--- config.mk ---
export PLATFORM = sky130hd
export DESIGN_NAME = cpu_ctrl_flat
export DESIGN_NICKNAME = d
export VERILOG_FILES = /design/src/rtl/cpu_pkg.sv /design/src/rtl/cpu_ctrl_if.sv /design/src/rtl/cpu_ctrl_decode.sv /design/src/rtl/cpu_ctrl.sv /design/src/flat_wrapper.sv
export SDC_FILE = /design/constraint.sdc
export NUM_CORES = 1
export LEC_CHECK = 0
export BUFFER_PORTS_ARGS = -buffer_cell sky130_fd_sc_hd__clkbuf_2
export CORE_MARGIN = 4
export CORE_UTILIZATION = 48
export DETAILED_ROUTE_END_ITERATION = 16
export HOLD_SLACK_MARGIN = 0.06
export PLACE_DENSITY = 0.79
export SYNTH_ARGS = -nofsm -noshare
export SYNTH_HDL_FRONTEND = slang
export SYNTH_SLANG_ARGS = --single-unit
--- constraint.sdc ---
create_clock -name clk -period 2.13 [get_ports clk]
set_input_delay 0.426 -clock clk [delete_from_list [all_inputs] [get_ports clk]]
set_output_delay 0.426 -clock clk [all_outputs]
set_load 0.01 [all_outputs]
--- src/rtl/cpu_pkg.sv ---
// -----------------------------------------------------------------------------
// cpu_pkg
// Shared definitions for the single-issue CPU and its control sequencer:
//   - datapath widths (D_WIDTH, A_WIDTH) and control widths (OP_SIZE,
//     OP_CODE_SIZE) used by alu, cpu_ctrl and the top level
//   - sequencer state enum and decoded instruction class enum
//   - RV32I opcode constants for the supported subset
//   - alu operation codes and immediate-format select codes
//   - helper that maps funct3 onto the alu operation
// -----------------------------------------------------------------------------
package cpu_pkg;

  localparam int D_WIDTH      = 32;
  localparam int A_WIDTH      = 32;
  localparam int OP_SIZE      = 4;
  localparam int OP_CODE_SIZE = 7;

  // Sequencer states; the encoding is also exported on the debug state port.
  typedef enum logic [2:0] {
    IDLE   = 3'd0,
    FETCH  = 3'd1,
    DECODE = 3'd2,
    EXEC   = 3'd3,
    MEM    = 3'd4,
    WB     = 3'd5,
    HALT   = 3'd6
  } state_e;

  // Instruction class produced by the decoder and latched for EXEC/MEM/WB.
  typedef enum logic [2:0] {
    CLS_R  = 3'd0,
    CLS_I  = 3'd1,
    CLS_LD = 3'd2,
    CLS_ST = 3'd3,
    CLS_BR = 3'd4
  } iclass_e;

  localparam logic [OP_CODE_SIZE-1:0] OPC_R  = 7'b0110011;
  localparam logic [OP_CODE_SIZE-1:0] OPC_I  = 7'b0010011;
  localparam logic [OP_CODE_SIZE-1:0] OPC_LD = 7'b0000011;
  localparam logic [OP_CODE_SIZE-1:0] OPC_ST = 7'b0100011;
  localparam logic [OP_CODE_SIZE-1:0] OPC_BR = 7'b1100011;

  localparam logic [6:0] F7_BASE = 7'b0000000;
  localparam logic [6:0] F7_ALT  = 7'b0100000;

  localparam logic [OP_SIZE-1:0] ALU_ADD  = 4'b0000;
  localparam logic [OP_SIZE-1:0] ALU_SUB  = 4'b0001;
  localparam logic [OP_SIZE-1:0] ALU_AND  = 4'b0010;
  localparam logic [OP_SIZE-1:0] ALU_OR   = 4'b0011;
  localparam logic [OP_SIZE-1:0] ALU_XOR  = 4'b0100;
  localparam logic [OP_SIZE-1:0] ALU_SLL  = 4'b0101;
  localparam logic [OP_SIZE-1:0] ALU_SRL  = 4'b0110;
  localparam logic [OP_SIZE-1:0] ALU_SRA  = 4'b0111;
  localparam logic [OP_SIZE-1:0] ALU_SLT  = 4'b1000;
  localparam logic [OP_SIZE-1:0] ALU_SLTU = 4'b1001;
  localparam logic [OP_SIZE-1:0] ALU_NOP  = 4'b1111;

  localparam logic [1:0] IMM_I = 2'b00;
  localparam logic [1:0] IMM_S = 2'b01;
  localparam logic [1:0] IMM_B = 2'b10;

  // funct3 -> alu op. 'alt' selects the funct7=0100000 flavour (SUB/SRA)
  // for the two funct3 codes that have one; it is ignored elsewhere.
  function automatic logic [OP_SIZE-1:0] alu_from_funct3(input logic [2:0] funct3,
                                                         input logic       alt);
    logic [OP_SIZE-1:0] op;
    case (funct3)
      3'b000:  op = alt ? ALU_SUB : ALU_ADD;
      3'b001:  op = ALU_SLL;
      3'b010:  op = ALU_SLT;
      3'b011:  op = ALU_SLTU;
      3'b100:  op = ALU_XOR;
      3'b101:  op = alt ? ALU_SRA : ALU_SRL;
      3'b110:  op = ALU_OR;
      default: op = ALU_AND;
    endcase
    return op;
  endfunction

endpackage

--- src/rtl/cpu_ctrl_if.sv ---
// -----------------------------------------------------------------------------
// cpu_ctrl_if
// Bundle between the control sequencer and the datapath.
//   Datapath -> sequencer: opcode, funct3, funct7 (ir fields), alu_zero,
//                          dmem_ready (data_mem access done this cycle)
//   Sequencer -> datapath: pc_en, pc_sel, ir_en, rf_we, wb_sel, b_sel,
//                          imm_sel, alu_op, dmem_re, dmem_we, halted, state
// Modports:
//   master - the sequencer (cpu_ctrl)
//   slave  - the datapath side that consumes the strobes
// -----------------------------------------------------------------------------
interface cpu_ctrl_if;
  import cpu_pkg::*;

  logic [OP_CODE_SIZE-1:0] opcode;
  logic [2:0]              funct3;
  logic [6:0]              funct7;
  logic                    alu_zero;
  logic                    dmem_ready;

  logic                    pc_en;
  logic                    pc_sel;
  logic                    ir_en;
  logic                    rf_we;
  logic                    wb_sel;
  logic                    b_sel;
  logic [1:0]              imm_sel;
  logic [OP_SIZE-1:0]      alu_op;
  logic                    dmem_re;
  logic                    dmem_we;
  logic                    halted;
  logic [2:0]              state;

  modport master (
    input  opcode, funct3, funct7, alu_zero, dmem_ready,
    output pc_en, pc_sel, ir_en, rf_we, wb_sel, b_sel, imm_sel, alu_op,
           dmem_re, dmem_we, halted, state
  );

  modport slave (
    output opcode, funct3, funct7, alu_zero, dmem_ready,
    input  pc_en, pc_sel, ir_en, rf_we, wb_sel, b_sel, imm_sel, alu_op,
           dmem_re, dmem_we, halted, state
  );

endinterface

--- src/rtl/cpu_ctrl_decode.sv ---
// -----------------------------------------------------------------------------
// cpu_ctrl_decode
// Purely combinational RV32I-subset decoder.
//   in  opcode  - ir opcode field
//   in  funct3  - ir funct3 field
//   in  funct7  - ir funct7 field
//   out iclass  - instruction class (R, I, LD, ST, BR)
//   out alu_op  - alu operation to use in EXEC
//   out imm_sel - immediate format (I, S, B)
//   out b_sel   - alu operand B source (0 = rs2, 1 = immediate)
//   out legal   - instruction is part of the supported subset
// -----------------------------------------------------------------------------
module cpu_ctrl_decode #(
  parameter int OP_SIZE      = cpu_pkg::OP_SIZE,
  parameter int OP_CODE_SIZE = cpu_pkg::OP_CODE_SIZE
) (
  input  logic [OP_CODE_SIZE-1:0] opcode,
  input  logic [2:0]              funct3,
  input  logic [6:0]              funct7,
  output cpu_pkg::iclass_e        iclass,
  output logic [OP_SIZE-1:0]      alu_op,
  output logic [1:0]              imm_sel,
  output logic                    b_sel,
  output logic                    legal
);
  import cpu_pkg::*;

  // Anything not explicitly accepted below falls through with legal=0,
  // which sends the sequencer to HALT.
  always_comb begin
    iclass  = CLS_R;
    alu_op  = ALU_NOP;
    imm_sel = IMM_I;
    b_sel   = 1'b0;
    legal   = 1'b0;

    case (opcode)
      OPC_R: begin
        iclass = CLS_R;
        if (funct7 == F7_BASE) begin
          legal  = 1'b1;
          alu_op = alu_from_funct3(funct3, 1'b0);
        end else if (funct7 == F7_ALT && (funct3 == 3'b000 || funct3 == 3'b101)) begin
          legal  = 1'b1;
          alu_op = alu_from_funct3(funct3, 1'b1);
        end
      end

      // funct7 is immediate bits for I-ALU except on the shift encodings,
      // which is why only funct3 001/101 look at it.
      OPC_I: begin
        iclass = CLS_I;
        b_sel  = 1'b1;
        case (funct3)
          3'b001: begin
            legal  = (funct7 == F7_BASE);
            alu_op = ALU_SLL;
          end
          3'b101: begin
            if (funct7 == F7_BASE) begin
              legal  = 1'b1;
              alu_op = ALU_SRL;
            end else if (funct7 == F7_ALT) begin
              legal  = 1'b1;
              alu_op = ALU_SRA;
            end
          end
          default: begin
            legal  = 1'b1;
            alu_op = alu_from_funct3(funct3, 1'b0);
          end
        endcase
      end

      // Only word accesses are supported by data_mem.
      OPC_LD: begin
        iclass = CLS_LD;
        b_sel  = 1'b1;
        alu_op = ALU_ADD;
        legal  = (funct3 == 3'b010);
      end

      OPC_ST: begin
        iclass  = CLS_ST;
        b_sel   = 1'b1;
        imm_sel = IMM_S;
        alu_op  = ALU_ADD;
        legal   = (funct3 == 3'b010);
      end

      // Branches compare rs1 and rs2 via SUB and look at alu_zero.
      OPC_BR: begin
        iclass  = CLS_BR;
        imm_sel = IMM_B;
        alu_op  = ALU_SUB;
        legal   = (funct3 == 3'b000 || funct3 == 3'b001);
      end

      default: ;
    endcase
  end

endmodule

--- src/rtl/cpu_ctrl.sv ---
// -----------------------------------------------------------------------------
// cpu_ctrl
// Multi-cycle control sequencer: walks each instruction through
// FETCH, DECODE, EXEC, (MEM), (WB) and drives the datapath strobes.
//   in  clk  - single clock, rising edge
//   in  rst  - asynchronous active-low reset; deassertion is expected to be
//              synchronised to clk by the reset generator
//   in  run  - leave IDLE and start fetching (only looked at in IDLE)
//   bus      - cpu_ctrl_if.master: ir fields, alu_zero, dmem_ready in;
//              pc/ir/rf/dmem strobes, selects, alu_op, halted, state out
// Outputs are Moore-decoded from the state and the decode latch, except the
// branch pc_en/pc_sel in EXEC and the store pc_en in MEM, which follow
// alu_zero and dmem_ready within the cycle.
// -----------------------------------------------------------------------------
module cpu_ctrl #(
  parameter int OP_SIZE      = cpu_pkg::OP_SIZE,
  parameter int OP_CODE_SIZE = cpu_pkg::OP_CODE_SIZE
) (
  input  logic       clk,
  input  logic       rst,
  input  logic       run,
  cpu_ctrl_if.master bus
);
  import cpu_pkg::*;

  state_e             state_q;
  state_e             state_d;

  iclass_e            dec_class;
  logic [OP_SIZE-1:0] dec_alu_op;
  logic [1:0]         dec_imm_sel;
  logic               dec_b_sel;
  logic               dec_legal;

  iclass_e            cls_q;
  logic [OP_SIZE-1:0] alu_op_q;
  logic [1:0]         imm_sel_q;
  logic               b_sel_q;
  logic               is_beq_q;

  cpu_ctrl_decode #(
    .OP_SIZE      (OP_SIZE),
    .OP_CODE_SIZE (OP_CODE_SIZE)
  ) u_decode (
    .opcode  (bus.opcode),
    .funct3  (bus.funct3),
    .funct7  (bus.funct7),
    .iclass  (dec_class),
    .alu_op  (dec_alu_op),
    .imm_sel (dec_imm_sel),
    .b_sel   (dec_b_sel),
    .legal   (dec_legal)
  );

  // State register. Because every output is decoded from state_q, an
  // asserted rst pulls all strobes back to their idle values immediately.
  always_ff @(posedge clk or negedge rst) begin
    if (!rst) begin
      state_q <= IDLE;
    end else begin
      state_q <= state_d;
    end
  end

  // Decode latch, captured at the end of DECODE so that EXEC/MEM/WB see a
  // stable view of the instruction even if ir changes afterwards.
  always_ff @(posedge clk or negedge rst) begin
    if (!rst) begin
      cls_q     <= CLS_R;
      alu_op_q  <= ALU_NOP;
      imm_sel_q <= IMM_I;
      b_sel_q   <= 1'b0;
      is_beq_q  <= 1'b0;
    end else if (state_q == DECODE) begin
      cls_q     <= dec_class;
      alu_op_q  <= dec_alu_op;
      imm_sel_q <= dec_imm_sel;
      b_sel_q   <= dec_b_sel;
      is_beq_q  <= (bus.funct3 == 3'b000);
    end
  end

  assign bus.state = state_q;

  // Next-state and output decode. Each instruction retires with exactly one
  // pc_en: in EXEC for branches, in the ready MEM cycle for stores and in WB
  // for ALU ops and loads.
  always_comb begin
    state_d     = state_q;
    bus.pc_en   = 1'b0;
    bus.pc_sel  = 1'b0;
    bus.ir_en   = 1'b0;
    bus.rf_we   = 1'b0;
    bus.wb_sel  = 1'b0;
    bus.b_sel   = 1'b0;
    bus.imm_sel = IMM_I;
    bus.alu_op  = ALU_NOP;
    bus.dmem_re = 1'b0;
    bus.dmem_we = 1'b0;
    bus.halted  = 1'b0;

    case (state_q)
      IDLE: begin
        if (run) begin
          state_d = FETCH;
        end
      end

      FETCH: begin
        bus.ir_en = 1'b1;
        state_d   = DECODE;
      end

      DECODE: begin
        state_d = dec_legal ? EXEC : HALT;
      end

      EXEC: begin
        bus.alu_op  = alu_op_q;
        bus.b_sel   = b_sel_q;
        bus.imm_sel = imm_sel_q;
        case (cls_q)
          CLS_LD, CLS_ST: state_d = MEM;
          CLS_BR: begin
            bus.pc_en  = 1'b1;
            bus.pc_sel = is_beq_q ? bus.alu_zero : !bus.alu_zero;
            state_d    = FETCH;
          end
          default: state_d = WB;
        endcase
      end

      // The alu keeps computing rs1 + imm as the address while the request
      // is held; imm_sel keeps the load/store immediate format selected.
      MEM: begin
        bus.alu_op  = ALU_ADD;
        bus.b_sel   = 1'b1;
        bus.imm_sel = imm_sel_q;
        if (cls_q == CLS_ST) begin
          bus.dmem_we = 1'b1;
          if (bus.dmem_ready) begin
            bus.pc_en = 1'b1;
            state_d   = FETCH;
          end
        end else begin
          bus.dmem_re = 1'b1;
          if (bus.dmem_ready) begin
            state_d = WB;
          end
        end
      end

      WB: begin
        bus.rf_we  = 1'b1;
        bus.pc_en  = 1'b1;
        bus.wb_sel = (cls_q == CLS_LD);
        state_d    = FETCH;
      end

      HALT: begin
        bus.halted = 1'b1;
      end

      default: begin
        state_d = IDLE;
      end
    endcase
  end

endmodule

--- src/flat_wrapper.sv ---
// flat-port wrapper written by rule: the top's interface ports become plain ports
module cpu_ctrl_flat import cpu_pkg::*;
#(
  parameter int OP_SIZE      = cpu_pkg::OP_SIZE,
  parameter int OP_CODE_SIZE = cpu_pkg::OP_CODE_SIZE
)
  (clk, rst, run, bus_opcode, bus_funct3, bus_funct7, bus_alu_zero, bus_dmem_ready, bus_pc_en, bus_pc_sel, bus_ir_en, bus_rf_we, bus_wb_sel, bus_b_sel, bus_imm_sel, bus_alu_op, bus_dmem_re, bus_dmem_we, bus_halted, bus_state);
  cpu_ctrl_if bus_i ();
  input  logic clk;
  input  logic rst;
  input  logic run;
  input wire logic [$bits(bus_i.opcode)-1:0] bus_opcode;
  input wire logic [$bits(bus_i.funct3)-1:0] bus_funct3;
  input wire logic [$bits(bus_i.funct7)-1:0] bus_funct7;
  input wire logic [$bits(bus_i.alu_zero)-1:0] bus_alu_zero;
  input wire logic [$bits(bus_i.dmem_ready)-1:0] bus_dmem_ready;
  output wire logic [$bits(bus_i.pc_en)-1:0] bus_pc_en;
  output wire logic [$bits(bus_i.pc_sel)-1:0] bus_pc_sel;
  output wire logic [$bits(bus_i.ir_en)-1:0] bus_ir_en;
  output wire logic [$bits(bus_i.rf_we)-1:0] bus_rf_we;
  output wire logic [$bits(bus_i.wb_sel)-1:0] bus_wb_sel;
  output wire logic [$bits(bus_i.b_sel)-1:0] bus_b_sel;
  output wire logic [$bits(bus_i.imm_sel)-1:0] bus_imm_sel;
  output wire logic [$bits(bus_i.alu_op)-1:0] bus_alu_op;
  output wire logic [$bits(bus_i.dmem_re)-1:0] bus_dmem_re;
  output wire logic [$bits(bus_i.dmem_we)-1:0] bus_dmem_we;
  output wire logic [$bits(bus_i.halted)-1:0] bus_halted;
  output wire logic [$bits(bus_i.state)-1:0] bus_state;
  assign bus_i.opcode = bus_opcode;
  assign bus_i.funct3 = bus_funct3;
  assign bus_i.funct7 = bus_funct7;
  assign bus_i.alu_zero = bus_alu_zero;
  assign bus_i.dmem_ready = bus_dmem_ready;
  assign bus_pc_en = bus_i.pc_en;
  assign bus_pc_sel = bus_i.pc_sel;
  assign bus_ir_en = bus_i.ir_en;
  assign bus_rf_we = bus_i.rf_we;
  assign bus_wb_sel = bus_i.wb_sel;
  assign bus_b_sel = bus_i.b_sel;
  assign bus_imm_sel = bus_i.imm_sel;
  assign bus_alu_op = bus_i.alu_op;
  assign bus_dmem_re = bus_i.dmem_re;
  assign bus_dmem_we = bus_i.dmem_we;
  assign bus_halted = bus_i.halted;
  assign bus_state = bus_i.state;
  cpu_ctrl #(.OP_SIZE(OP_SIZE), .OP_CODE_SIZE(OP_CODE_SIZE)) u_core (.clk(clk), .rst(rst), .run(run), .bus(bus_i));
endmodule
; ---- Word-level counts from Yosys, hierarchy flattened
; Cells that the tools add are included.
[op_classes]
n_reduce_logical = 12
muxes = 43
n_eq_ne = 23
bitwise_logic = 1
[ops]
columns = operator, n
row1 = 4-bit one-hot mux with 7 select lines, 2
row2 = 3-bit == test (second input constant), 7
row3 = 7-bit by 6-bit == test with 1-bit output (second input constant), 3
row4 = 3-bit one-hot mux with 7 select lines, 1
row5 = 4-bit one-hot mux with 5 select lines, 1
row6 = 1-bit two-way mux, 19
row7 = 3-bit by 2-bit == test with 1-bit output (second input constant), 6
row8 = 4-bit two-way mux, 4
row9 = 4-bit one-hot mux with 2 select lines, 2
row10 = 4-bit one-hot mux with 4 select lines, 1
row11 = 3-bit two-way mux, 5
row12 = 3-bit one-hot mux with 4 select lines, 1
row13 = 7-bit by 2-bit == test with 1-bit output (second input constant), 1
row14 = 7-bit by 5-bit == test with 1-bit output (second input constant), 1
row15 = 7-bit == test (second input constant), 1
row16 = 7-bit zero test, 1
row17 = 3-bit by 1-bit == test with 1-bit output (second input constant), 2
row18 = 3-bit zero test, 2
row19 = 3-bit one-hot mux with 2 select lines, 1
row20 = 2-bit OR reduction, 3
row21 = 2-bit inequality test (second input constant), 2
row22 = 1-bit one-hot mux with 2 select lines, 2
row23 = 1-bit one-hot mux with 4 select lines, 1
row24 = 2-bit one-hot mux with 2 select lines, 1
row25 = 8 further kinds, 9
[totals]
wordCells = 85
in_bits = 22
reg_bits = 14
output_inout_bits = 18

; ---- Logic depth before layout (Yosys ltp)
[logic_depth]
word_depth = 8
depth_mapped = 6

; ---- Cells and area by module
; Synthesis repeated with hierarchy kept, for this count alone.
[unflattened]
hier_cells = 115
hier_area_um2 = 1076.0
[by_module_without_submodules]
columns = module, instances, cells_each, area_each_um2, seq_area_each_um2
row1 = cpu_ctrl, 1, 74, 803.3, 355.3
row2 = cpu_ctrl_decode, 1, 41, 272.8, 0.0

; ---- Worst setup path after synthesis
; OpenSTA, ideal clock, no wires.
[synth_path]
kind = reg-to-output
from = reg u_core.state_q[0], in the netlist u_core.bus.state[0]
to = out bus_imm_sel[0]
stages_incl_launch_ff = 6
required_ns = 1.704
arrival_ns = 1.410
slack_ns = 0.294
cell_sequence = dfrtp_1 buf_2 or3b_2 clkbuf_1 nand2_1 and2_1
[synth_between]
elab_chain_cells = 3
word_cells_on_any_way = 4
cone_classes = eq/ne: 2 / mux: 1 / reduce/logical: 1
[synth_lines]
columns = element, line_no
row1 = "start, declared", cpu_ctrl.sv:26  ; state_e state_q;
row2 = "start signal, assigned", cpu_ctrl.sv:61  ; state_q <= state_d;
row3 = 3-bit by 2-bit == test with 1-bit output or 3-bit == test (tied branches), cpu_ctrl.sv:102  ; case (state_q)
row4 = 2-bit OR reduction (no source line) *, n/a
row5 = 2-bit two-way mux *, cpu_ctrl.sv:102
row6 = "end, declared", flat_wrapper.sv:23  ; output wire logic [$bits(bus_i.imm_sel)-1:0] bus_imm_sel;
; Mark *: on every way between the ends. The rest lies on a longest branch, timed or not.

; ---- Worst setup path after layout
[layout_path]
from = reg u_core.state_q[0], in the netlist u_core.bus.state[0]
to = out bus_imm_sel[1]
; The elaborated chain is that of the path after synthesis.

==> metrics <==
status completed; detailed placer's ending HPWL 2.02 mm; GRT met2 Usage 36.1%; synthesis-stage register bit count 13; first-pass GRT wire length 4.40 mm; Port-buffer cells 39; largest net degree at the start of global routing 16; Critical-path top delay cell dfrtp_2; drc violations 0; unrepaired setup endpoints after global routing no; antenna fix cells 0; fmax 507 MHz; dominant cells by area after synthesis dfrtp_1 22%, dfstp_2 10%, nand2b_1 4.3%; switch share 42.1%; first drt pass iteration count 4; final setup vio count 0; gr usage total 20.1%; crit-path cells or3b_4, nand2_1, and2_1, clkbuf_2; Crit. Startpoint u_core.bus.state[0]$_DFFE_PN0P_; Max clock buf depth 2; hold wc startpoint bus_funct3[0]; Die Ht 54.1 microns; # rows 16; Post-synth EDFFs 0; Final Power 1.21 mW; Clock Root Buffer clkbuf_4; clock share of power 13.0%; Top FF cell, synth dfrtp_1; fraction of registers with async set/reset 100%; minimum clock period 1970 ps; Worst path top cell family by delay simple AND/OR/NAND/NOR gates; Pleak 0.576 nW; total negative slack 0 ps; wire length per cell 13.3 microns; full die area 2930 sq um; syn avg cell area 8.17 sq um; Area Overhead vs Synth 25.6%; Gate power share 54.3%; YS warnings 0; WS Path Type reg -> out; Post-Syn Area 1020 sq um; design internal power 0.700 mW; Worst setup SP type register; final worst-path cycle share 92.7%; most frequent cells after synthesis 11 x nand2_1, 10 x nor2_1, 9 x dfrtp_1; CTS Sinks 13; Crit Reg-Reg Startpoint u_core.bus.state[1]$_DFFE_PN0P_; Die Span X 54.1 microns; Worst Hold Class in -> reg; Max-Cap Viols 0; Reg power frac 32.7%; max-slew violation count 0; CP Max Fanout 10; Mapped Nets 147; initial antenna violation count 0; nets@finish 188; PwrDens 943 nW/um^2; Final Hold Fails 0; Yosys top cell area share 22.1%; H-tree depth 1; CTS tree yes; Critical Path AT 1550 ps; layout cells sized above 1 34.5%; core area 1980 sq um; Cells after Synth 125; initial core utilization 51.5%; vias in the first global route 1065; most frequent cell after synthesis nand2_1; Worst Skew 7.29 ps; register area share after synthesis 32.4%; Detailed Route Iter0 Violations 20; WP data required 1700 ps; Synth cell types 45; Total Routed Length 2.55 mm; Worst-Skew Late Latency 280 ps; slowest stage delay, CP 480 ps; post-route ant nets 0; Slew headroom 65.3%; routability congestion estimate 0.846; grt met1 use 24.5%; CTS clock-pin slew for the worst setup and hold paths 90 ps; Vias 1120; Worst setup EP type output port; fillcell total 186; cell taking the most area after synthesis dfrtp_1; CP bufs+invs 1; GRT busiest layer met2; vias per cell 5.83; Net Switching 0.509 mW; grt ovf 0; Peak VDD IR 452 uV; CTS Buf Count 3; Tightest Pin Transition 518 ps; met3 Track Usage GR 1.94%; Ports 40
through the flow:
| stage | cells | hold slack, ps | setup WS, ps | util (%) | instance area, sq um |
|---|---|---|---|---|---|
| 4_1_cts | 192 | 424 | 53.7 | 64.5 | 1280 |
| 2_1_floorplan | 125 | 130 | 294 | - | 1020 |
| 3_5_place_dp | 187 | 340 | 297 | 62.5 | 1240 |
| 6_report | 192 | 421 | 156 | 64.7 | 1280 |
| 5_1_grt | 192 | 450 | 73.8 | 64.7 | 1280 |
| 3_3_place_gp | 187 | 338 | 333 | 62.5 | 1240 |
per-layer routing:
layer | routed length (microns) | vias to the layer above
li1 | - | 541
met1 | 1100 | 526
met2 | 1190 | 49
met3 | 207 | 4
met4 | 46 | 0
met5 | 0 | -
kinds of logic after synthesis:
kind of cell / Yosys count / share of synthesized area, %
buffers and inverters: 15 / 6.62
flip-flops: 13 / 32.4
AO/OA/AOI/OAI: 41 / 28.3
XOR/XNOR: 3 / 2.57
AND/OR/NAND/NOR: 53 / 30.1
sequential cells by signal (all words and copies together), names as in the netlist:
name / count
u_core.alu_op_q: 4
u_core.bus.state: 3
u_core.cls_q: 2
u_core.imm_sel_q: 2
u_core.b_sel_q: 1
u_core.is_beq_q: 1
power groups by stage:
stage | Sequential [mW] | Combinational, mW | Clock, mW
finish | 0.396 | 0.656 | 0.158
global route | 0.409 | 0.744 | 0.169
global placement | 0.391 | 0.637 | 0
CTS | 0.390 | 0.656 | 0.156
floorplan | 0.376 | 0.452 | 0
detailed placement | 0.393 | 0.646 | 0
worst paths after layout:
check                      cells past startpoint                               to  slack, ps
min                                            2      u_core.is_beq_q$_DFFE_PN0N_        420
max                                            4                   bus_imm_sel[1]        160
max reg2reg                                    5  u_core.bus.state[0]$_DFFE_PN0P_        430
max in group asynchronous                      2   u_core.alu_op_q[2]$_DFFE_PN1N_       1250
min reg2reg                                    2  u_core.imm_sel_q[0]$_DFFE_PN0N_        480
min in group asynchronous                      2  u_core.bus.state[1]$_DFFE_PN0P_        570
final cells by class:
type / instances / area (sq um) / area share [%]
Clock buffer: 4 / 26.3 / 2.05
Multi-Input combinational cell: 97 / 628 / 49.0
Sequential cell: 13 / 333 / 26.0
Timing Repair Buffer: 44 / 235 / 18.3
Tap cell: 27 / 33.8 / 2.63
Inverter: 7 / 26.3 / 2.05
repair_timing:
item / 4_1_cts / 5_1_grt
endpoints found under the hold margin: 9 / 0
resized for setup: 1 / 3
hold buffers: 1 / 0
setup buffers: 0 / 0
endpoints found under the setup margin: 1 / 7
cells in the final DEF, fill, tap and decap left out, types with 3 or more instances in the layout:
master,n
clkbuf_2,39
nand2_1,11
nor2_1,10
inv_1,7
nand2b_1,7
o21ai_0,7
dfrtp_1,7
a31oi_1,6
o21a_1,5
o31ai_1,4
buf_4,4
dfstp_2,4
a21oi_1,3
clkbuf_4,3
Note: power is estimated with default switching activity, not from simulation.
